===== src/rtl/host_if_pkg.sv =====
// Shared definitions for the FT245 host interface and its Wishbone master
// stage: command codes, response status words, ID bytes and the bridge
// state encoding.
package host_if_pkg;

  localparam logic [3:0]  CMD_PING  = 4'd0;
  localparam logic [3:0]  CMD_WRITE = 4'd1;
  localparam logic [3:0]  CMD_READ  = 4'd2;

  localparam logic [31:0] STATUS_PING    = 32'hFFFF_FFFF;
  localparam logic [31:0] STATUS_WRITE   = 32'hFFFF_FFFE;
  localparam logic [31:0] STATUS_READ    = 32'hFFFF_FFFD;
  localparam logic [31:0] STATUS_TIMEOUT = 32'hFFFF_FFF0;

  localparam logic [7:0]  ID_BYTE0 = 8'hCD;
  localparam logic [7:0]  ID_BYTE1 = 8'hDC;

  typedef enum logic [2:0] {
    ST_IDLE,
    ST_WB_CYC,
    ST_WAIT_WR,
    ST_RESP,
    ST_HOLD
  } bridge_state_e;

  // Extra words after the first for a read request; a count of 0 means 1 word.
  function automatic logic [27:0] read_extra(input logic [27:0] count);
    return (count == 28'd0) ? 28'd0 : count - 28'd1;
  endfunction

endpackage


===== src/rtl/wb_single_cycle.sv =====
// One classic Wishbone single cycle at a time: owns cyc/stb/we/sel, reports
// ack as done (with the read data alongside) and, when WB_BRIDGE_TIMEOUT_EN
// is defined, abandons a cycle that sees no ack within TIMEOUT_CYCLES clocks.
module wb_single_cycle
  import host_if_pkg::*;
#(
  parameter int TIMEOUT_CYCLES = 1024
) (
  input  logic        clk,
  input  logic        rst,
  input  logic        start_i,
  input  logic        we_i,
  output logic        done_o,
  output logic        timeout_o,
  output logic [31:0] rdata_o,
  input  logic [31:0] wbm_dat_i,
  output logic        wbm_we_o,
  output logic [3:0]  wbm_sel_o,
  output logic        wbm_stb_o,
  output logic        wbm_cyc_o,
  input  logic        wbm_ack_i
);

  logic       cyc_q;
  logic       we_q;
  logic [3:0] sel_q;

  assign done_o    = cyc_q & wbm_ack_i;
  assign rdata_o   = wbm_dat_i;
  assign wbm_cyc_o = cyc_q;
  assign wbm_stb_o = cyc_q;
  assign wbm_we_o  = we_q;
  assign wbm_sel_o = sel_q;

`ifdef WB_BRIDGE_TIMEOUT_EN
  localparam int CNT_W = $clog2(TIMEOUT_CYCLES + 1);
  logic [CNT_W-1:0] wait_cnt_q;

  // An ack in the final allowed cycle still wins over the timeout.
  assign timeout_o = cyc_q & ~wbm_ack_i & (wait_cnt_q == CNT_W'(TIMEOUT_CYCLES - 1));

  // Count clocks spent in the current cycle without an ack.
  always_ff @(posedge clk) begin
    if (rst || start_i || !cyc_q || wbm_ack_i) begin
      wait_cnt_q <= '0;
    end else begin
      wait_cnt_q <= wait_cnt_q + CNT_W'(1);
    end
  end
`else
  logic unused_timeout_cfg;
  assign unused_timeout_cfg = (TIMEOUT_CYCLES == 0);
  assign timeout_o = 1'b0;
`endif

  // Raise cyc/stb on start; drop them on the edge that sees ack (or timeout).
  always_ff @(posedge clk) begin
    if (rst) begin
      cyc_q <= 1'b0;
      we_q  <= 1'b0;
      sel_q <= 4'h0;
    end else if (start_i) begin
      cyc_q <= 1'b1;
      we_q  <= we_i;
      sel_q <= 4'hF;
    end else if (done_o || timeout_o) begin
      cyc_q <= 1'b0;
      we_q  <= 1'b0;
      sel_q <= 4'h0;
    end
  end

endmodule


===== src/rtl/wb_host_master_bridge.sv =====
// Wishbone master stage behind the FT245 host interface. Executes ping,
// write-burst and read-burst requests one Wishbone single cycle at a time and
// hands each response word to the host output handler. Optional ack timeout:
// define WB_BRIDGE_TIMEOUT_EN.
module wb_host_master_bridge
  import host_if_pkg::*;
#(
  parameter int ADDR_WIDTH     = 32,
  parameter int TIMEOUT_CYCLES = 1024
) (
  input  logic                  clk,
  input  logic                  rst,
  output logic                  master_ready,
  input  logic                  ih_ready,
  input  logic [31:0]           in_command,
  input  logic [31:0]           in_address,
  input  logic [27:0]           in_data_count,
  input  logic [31:0]           in_data,
  input  logic                  oh_ready,
  output logic                  oh_en,
  output logic [31:0]           out_status,
  output logic [31:0]           out_address,
  output logic [27:0]           out_data_count,
  output logic [31:0]           out_data,
  output logic [ADDR_WIDTH-1:0] wbm_adr_o,
  output logic [31:0]           wbm_dat_o,
  input  logic [31:0]           wbm_dat_i,
  output logic                  wbm_we_o,
  output logic [3:0]            wbm_sel_o,
  output logic                  wbm_stb_o,
  output logic                  wbm_cyc_o,
  input  logic                  wbm_ack_i
);

  bridge_state_e state_q;
  logic [3:0]    cmd_q;
  logic [31:0]   addr_q;
  logic [27:0]   remaining_q;
  logic [31:0]   wdat_q;
  logic          hold_arm_q;
  logic          oh_en_q;
  logic [31:0]   status_q;
  logic [31:0]   out_addr_q;
  logic [27:0]   out_cnt_q;
  logic [31:0]   out_data_q;

  logic [3:0]  cmd_in;
  logic        start_idle, start_wr, start_rd, start, start_we;
  logic        wb_done, wb_timeout;
  logic [31:0] wb_rdata;
  logic        unused_cmd_hi;

  assign cmd_in        = in_command[3:0];
  assign unused_cmd_hi = ^in_command[31:4];

  // A Wishbone cycle is launched from IDLE (new write/read), from WAIT_WR
  // (next write word) or from HOLD (next read word once the host is free).
  assign start_idle = (state_q == ST_IDLE) & ih_ready &
                      ((cmd_in == CMD_WRITE) | (cmd_in == CMD_READ));
  assign start_wr   = (state_q == ST_WAIT_WR) & ih_ready;
  assign start_rd   = (state_q == ST_HOLD) & hold_arm_q & oh_ready &
                      (cmd_q == CMD_READ) & (remaining_q != 28'd0);
  assign start      = start_idle | start_wr | start_rd;
  assign start_we   = start_idle ? (cmd_in == CMD_WRITE) : start_wr;

  assign master_ready   = (state_q == ST_IDLE) || (state_q == ST_WAIT_WR);
  assign oh_en          = oh_en_q;
  assign out_status     = status_q;
  assign out_address    = out_addr_q;
  assign out_data_count = out_cnt_q;
  assign out_data       = out_data_q;
  assign wbm_adr_o      = addr_q[ADDR_WIDTH-1:0];
  assign wbm_dat_o      = wdat_q;

  wb_single_cycle #(
    .TIMEOUT_CYCLES(TIMEOUT_CYCLES)
  ) u_wb (
    .clk       (clk),
    .rst       (rst),
    .start_i   (start),
    .we_i      (start_we),
    .done_o    (wb_done),
    .timeout_o (wb_timeout),
    .rdata_o   (wb_rdata),
    .wbm_dat_i (wbm_dat_i),
    .wbm_we_o  (wbm_we_o),
    .wbm_sel_o (wbm_sel_o),
    .wbm_stb_o (wbm_stb_o),
    .wbm_cyc_o (wbm_cyc_o),
    .wbm_ack_i (wbm_ack_i)
  );

  // Request sequencing and the registered response word.
  always_ff @(posedge clk) begin
    if (rst) begin
      state_q     <= ST_IDLE;
      cmd_q       <= 4'd0;
      addr_q      <= 32'd0;
      remaining_q <= 28'd0;
      wdat_q      <= 32'd0;
      hold_arm_q  <= 1'b0;
      oh_en_q     <= 1'b0;
      status_q    <= 32'd0;
      out_addr_q  <= 32'd0;
      out_cnt_q   <= 28'd0;
      out_data_q  <= 32'd0;
    end else begin
      oh_en_q <= 1'b0;
      case (state_q)
        ST_IDLE: begin
          if (ih_ready) begin
            case (cmd_in)
              CMD_PING: begin
                cmd_q      <= cmd_in;
                addr_q     <= in_address;
                out_addr_q <= in_address;
                status_q   <= STATUS_PING;
                out_cnt_q  <= 28'd0;
                state_q    <= ST_RESP;
              end
              CMD_WRITE: begin
                cmd_q       <= cmd_in;
                addr_q      <= in_address;
                out_addr_q  <= in_address;
                wdat_q      <= in_data;
                remaining_q <= in_data_count;
                out_cnt_q   <= 28'd0;
                state_q     <= ST_WB_CYC;
              end
              CMD_READ: begin
                cmd_q       <= cmd_in;
                addr_q      <= in_address;
                out_addr_q  <= in_address;
                remaining_q <= read_extra(in_data_count);
                out_cnt_q   <= read_extra(in_data_count);
                state_q     <= ST_WB_CYC;
              end
              default: ;
            endcase
          end
        end
        ST_WB_CYC: begin
          if (wb_timeout) begin
            // Abandon the rest of the burst; report the failure once.
            status_q    <= STATUS_TIMEOUT;
            out_cnt_q   <= 28'd0;
            remaining_q <= 28'd0;
            state_q     <= ST_RESP;
          end else if (wb_done) begin
            if (cmd_q == CMD_READ) begin
              out_data_q <= wb_rdata;
              status_q   <= STATUS_READ;
              state_q    <= ST_RESP;
            end else if (remaining_q == 28'd0) begin
              status_q <= STATUS_WRITE;
              state_q  <= ST_RESP;
            end else begin
              remaining_q <= remaining_q - 28'd1;
              addr_q      <= addr_q + 32'd1;
              state_q     <= ST_WAIT_WR;
            end
          end
        end
        ST_WAIT_WR: begin
          if (ih_ready) begin
            wdat_q  <= in_data;
            state_q <= ST_WB_CYC;
          end
        end
        ST_RESP: begin
          hold_arm_q <= 1'b0;
          if (oh_ready) begin
            oh_en_q <= 1'b1;
            state_q <= ST_HOLD;
          end
        end
        ST_HOLD: begin
          // The first HOLD cycle gives the host time to drop oh_ready; out_*
          // stay frozen until it comes back high.
          if (!hold_arm_q) begin
            hold_arm_q <= 1'b1;
          end else if (oh_ready) begin
            hold_arm_q <= 1'b0;
            if (start_rd) begin
              remaining_q <= remaining_q - 28'd1;
              addr_q      <= addr_q + 32'd1;
              state_q     <= ST_WB_CYC;
            end else begin
              state_q <= ST_IDLE;
            end
          end
        end
        default: state_q <= ST_IDLE;
      endcase
    end
  end

endmodule


===== config.mk =====
export PLATFORM = sky130hd
export DESIGN_NAME = wb_host_master_bridge
export DESIGN_NICKNAME = d
export VERILOG_FILES = /design/src/rtl/host_if_pkg.sv /design/src/rtl/wb_single_cycle.sv /design/src/rtl/wb_host_master_bridge.sv
export SDC_FILE = /design/constraint.sdc
export NUM_CORES = 1
export LEC_CHECK = 0
export ABC_AREA = 1
export BUFFER_PORTS_ARGS = -buffer_cell sky130_fd_sc_hd__buf_2
export CORE_ASPECT_RATIO = 0.6
export CORE_UTILIZATION = 47
export CTS_CLUSTER_SIZE = 12
export DETAILED_ROUTE_END_ITERATION = 10
export GPL_ROUTABILITY_DRIVEN = 0
export MAX_ROUTING_LAYER = met4
export PLACE_DENSITY = 0.78
export RECOVER_POWER = 50
export SLEW_MARGIN = 20
export SYNTH_ARGS = -nofsm -noshare
export SYNTH_HDL_FRONTEND = slang
export SYNTH_SLANG_ARGS = --single-unit

===== constraint.sdc =====
create_clock -name clk -period 1.87 [get_ports clk]
set_input_delay 0.561 -clock clk [delete_from_list [all_inputs] [get_ports clk]]
set_output_delay 0.561 -clock clk [all_outputs]
set_load 0.1 [all_outputs]

==> flow_summary.toml <==
[setup_path]
path_max_fanout = 8
worst_setup_path_start_kind = "flop"
cp_data_arrival_time_ns = 2.26
slowest_delay_ns = 0.40
crit_chain = "nor2_2, nand2_2, inv_4, nand2_1, o21ai_0, buf_4, nor4_2, inv_1, a21oi_1, nor2_1"
cp.depth = 10
critPathTopFamily = "simple AND/OR/NAND/NOR gates"
r2r_setup_slack_ns = -0.06
path_class = "reg2reg"
slowest_stage = "dfxtp_4"
worstRegToRegCells = 10
cp.required_ns = 2.20
cp.buffers_inverters = 3
end_kind = "flop"

[layout]
layout_common_cells = "nand2_1, nor2_1, buf_2, dfxtp_1, buf_4"
final_common_cell = "nand2_1"
nNetsFinal = 2343
finish.utilization = 0.698
finalNonFillerCells = 2501
syn2layout_area_growth_pct = 43.3
drive_gt1_frac = 0.322

[placed_design]
dp_cells = 2435
portBuffers = 329
hpwl_um = 28000

[power_and_ir_drop]
leakage_nw = 7.64
peakVddDrop_mv = 1.08
p_per_area_nw_per_um2 = 1680
power_mw = 26.3

[timing]
period_share = 1.03
min_period_ns = 1.93
worst_slack_ns = -0.0594
holdWs_ns = 0.324
finalSetupViolations = 37
fmax_ghz = 0.518
rsz0062_at_grt = "true"
slew_headroom = 0.640
worst_pin_slew_ns = 0.543
finalMaxSlewViolations = 0
hold_violations = 0
skew_ns = 0.0183
tns_ns = -1.03

[yosys]
yosys-top-cells-area = "dfxtp_1, nand2_1, nor2_1, o21ai_0, nand3_1"
synth_fa_ha_area_frac = 0.00458
yosysTopAreaCellShare = 0.363
syn_area_per_cell_sq_um = 6.21
synth_compound_area_frac = 0.123
synthSimpleGateAreaFrac = 0.381
synthFlopType = "dfxtp_1"
synthCells = 1761
synth-edff-count = 0
synth_top_family_by_area = "simple AND/OR/NAND/NOR gates"
ys_ff_latch = 198
async_flop_share = 0
yosysWarnings = 0
yosys.area.top_type = "dfxtp_1"
synth_xor_area_frac = 0.0200
synth_area_sq_um = 10900
synth_cell_type_count = 40
syn_nets = 1926
yosysSeqAreaShare = 0.363
synth_mux_area_frac = 0.00183

[global_routing]
grt_use_total = 0.330
grt_pass1_wl_um = 60300
grt_max_degree = 80
gr-total-overflow = 0
grt_antenna_before_repair = 2
grt_pass1_vias = 11924

[route]
totalWireLength_um = 41100
drtPass1Iterations = 7
drt-wirelength-per-cell_um = 16.4
vias = 13289
drt-vias-per-instance = 5.31
antenna_left = 0
drc = 0
drt_iter0_markers = 1635

[die]
die_h_um = 120
start_util = 0.487
io_pins = 358
fp.dieW_um = 199
dieArea_sq_um = 23900
std_cell_rows = 42
design.core.area_sq_um = 22400

[cts]
clock_sinks = 198
cts_tree = "built"
cts_made_buffers = 17
clk_pin_slew_ns = 0.08
cts_buffer_depth = 2
clk_latency_ns = 0.46
ctsHoldBuffers = 0
htreeDepth = 4
cts_root_buf = "clkbuf_16"

[min_path]
hold_path_depth = 3
hold_path.class = "in2reg"

[run_status]
status = "finished, violations left"
violations = "negative setup slack"

[job]
cap_violations = 0
-- logic make-up (layout without fill, tap and decap cells) --
group / after synthesis / in the layout
simple gates: 1019 / 1019
buf+inv: 258 / 688
compound gates: 255 / 255
flops: 198 / 198
xor+xnor: 25 / 25
other cells: 0 / 2
mux: 2 / 2
fa+ha+maj: 4 / 4
-- registers in the layout, summed over array words and instances (netlist names) --
name and cells:
out_address 32, out_data 32, wbm_adr_o 32, wbm_dat_o 32, out_data_count 28, remaining_q 28, cmd_q 4, out_status 3
state_q 3, hold_arm_q 1, oh_en 1, u_wb.wbm_sel_o 1, u_wb.wbm_we_o 1
-- synth_stat cells, types with 20 or more instances --
cell type  number
nor2_1        329
inv_1         129
nor2_2         20
xor2_1         20
o21ai_0       116
dfxtp_1       198
nand3_1       115
clkbuf_1       43
buf_2          23
buf_4          38
nand2_1       517
a21oi_1       105
-- where the power goes --
part           internal (mW)  switching, mW  total (mW)  leakage, nW
Combinational           5.09           11.4        16.4         5.69
Clock                   2.25           1.79        4.04        0.312
Sequential              5.06          0.787        5.84         1.63
Total                   12.4           13.9        26.3         7.64
-- metrics by stage --
stage	cell area [sq um]	worst slack [ns]
final	15700	-0.0594
after global routing	15700	-0.159
after CTS	15100	-0.00156
after detailed placement	14200	-0.354
after global placement	14200	-0.319
after floorplan	11000	0.000418
-- repair_timing --
| action | CTS | global route |
|---|---|---|
| setup endpoints to repair | 88 | 132 |
| gates cloned | 4 | 11 |
| buffers inserted | 12 | 10 |
| pin swaps | 3 | 26 |
| resized for setup | 34 | 113 |
-- worst min-delay path, cell delays in order --
cell and delay (ns):
buf_2 0.07, nor2_1 0.03, nor2_1 0.08
-- cell type report --
cell class | instances | area (sq um)
Fill cell | 1789 | 6780
Inverter | 148 | 569
Antenna cell | 2 | 5.00
Clock inverter | 11 | 159
Clock buffer | 21 | 470
Timing Repair Buffer | 508 | 3940
Sequential cell | 198 | 4040
Multi-Input combinational cell | 1305 | 6100
Tap cell | 308 | 385
-- worst paths after layout --
| check | start | to |
|---|---|---|
| worst min-delay path | in_data[24] | wbm_dat_o[24]$_SDFFE_PP0P_ |
| worst max register to register | state_q[1]$_SDFFE_PP0P_ | state_q[1]$_SDFFE_PP0P_ |
| worst min register to register | cmd_q[3]$_SDFFE_PP0P_ | cmd_q[3]$_SDFFE_PP0P_ |
| worst max-delay path | state_q[1]$_SDFFE_PP0P_ | state_q[1]$_SDFFE_PP0P_ |
-- metal layers --
metal | vias to the layer above | GRT usage | part of all wire | routed length, um
met2 | 789 | 0.485 | 0.44 | 17900
met5 | - | - | 0 | 0
li1 | 6378 | - | - | -
met4 | 0 | 0.0837 | 0.023 | 928
met1 | 6028 | 0.440 | 0.42 | 17400
met3 | 94 | 0.0967 | 0.12 | 4850
(Power assumes the default switching activity.)
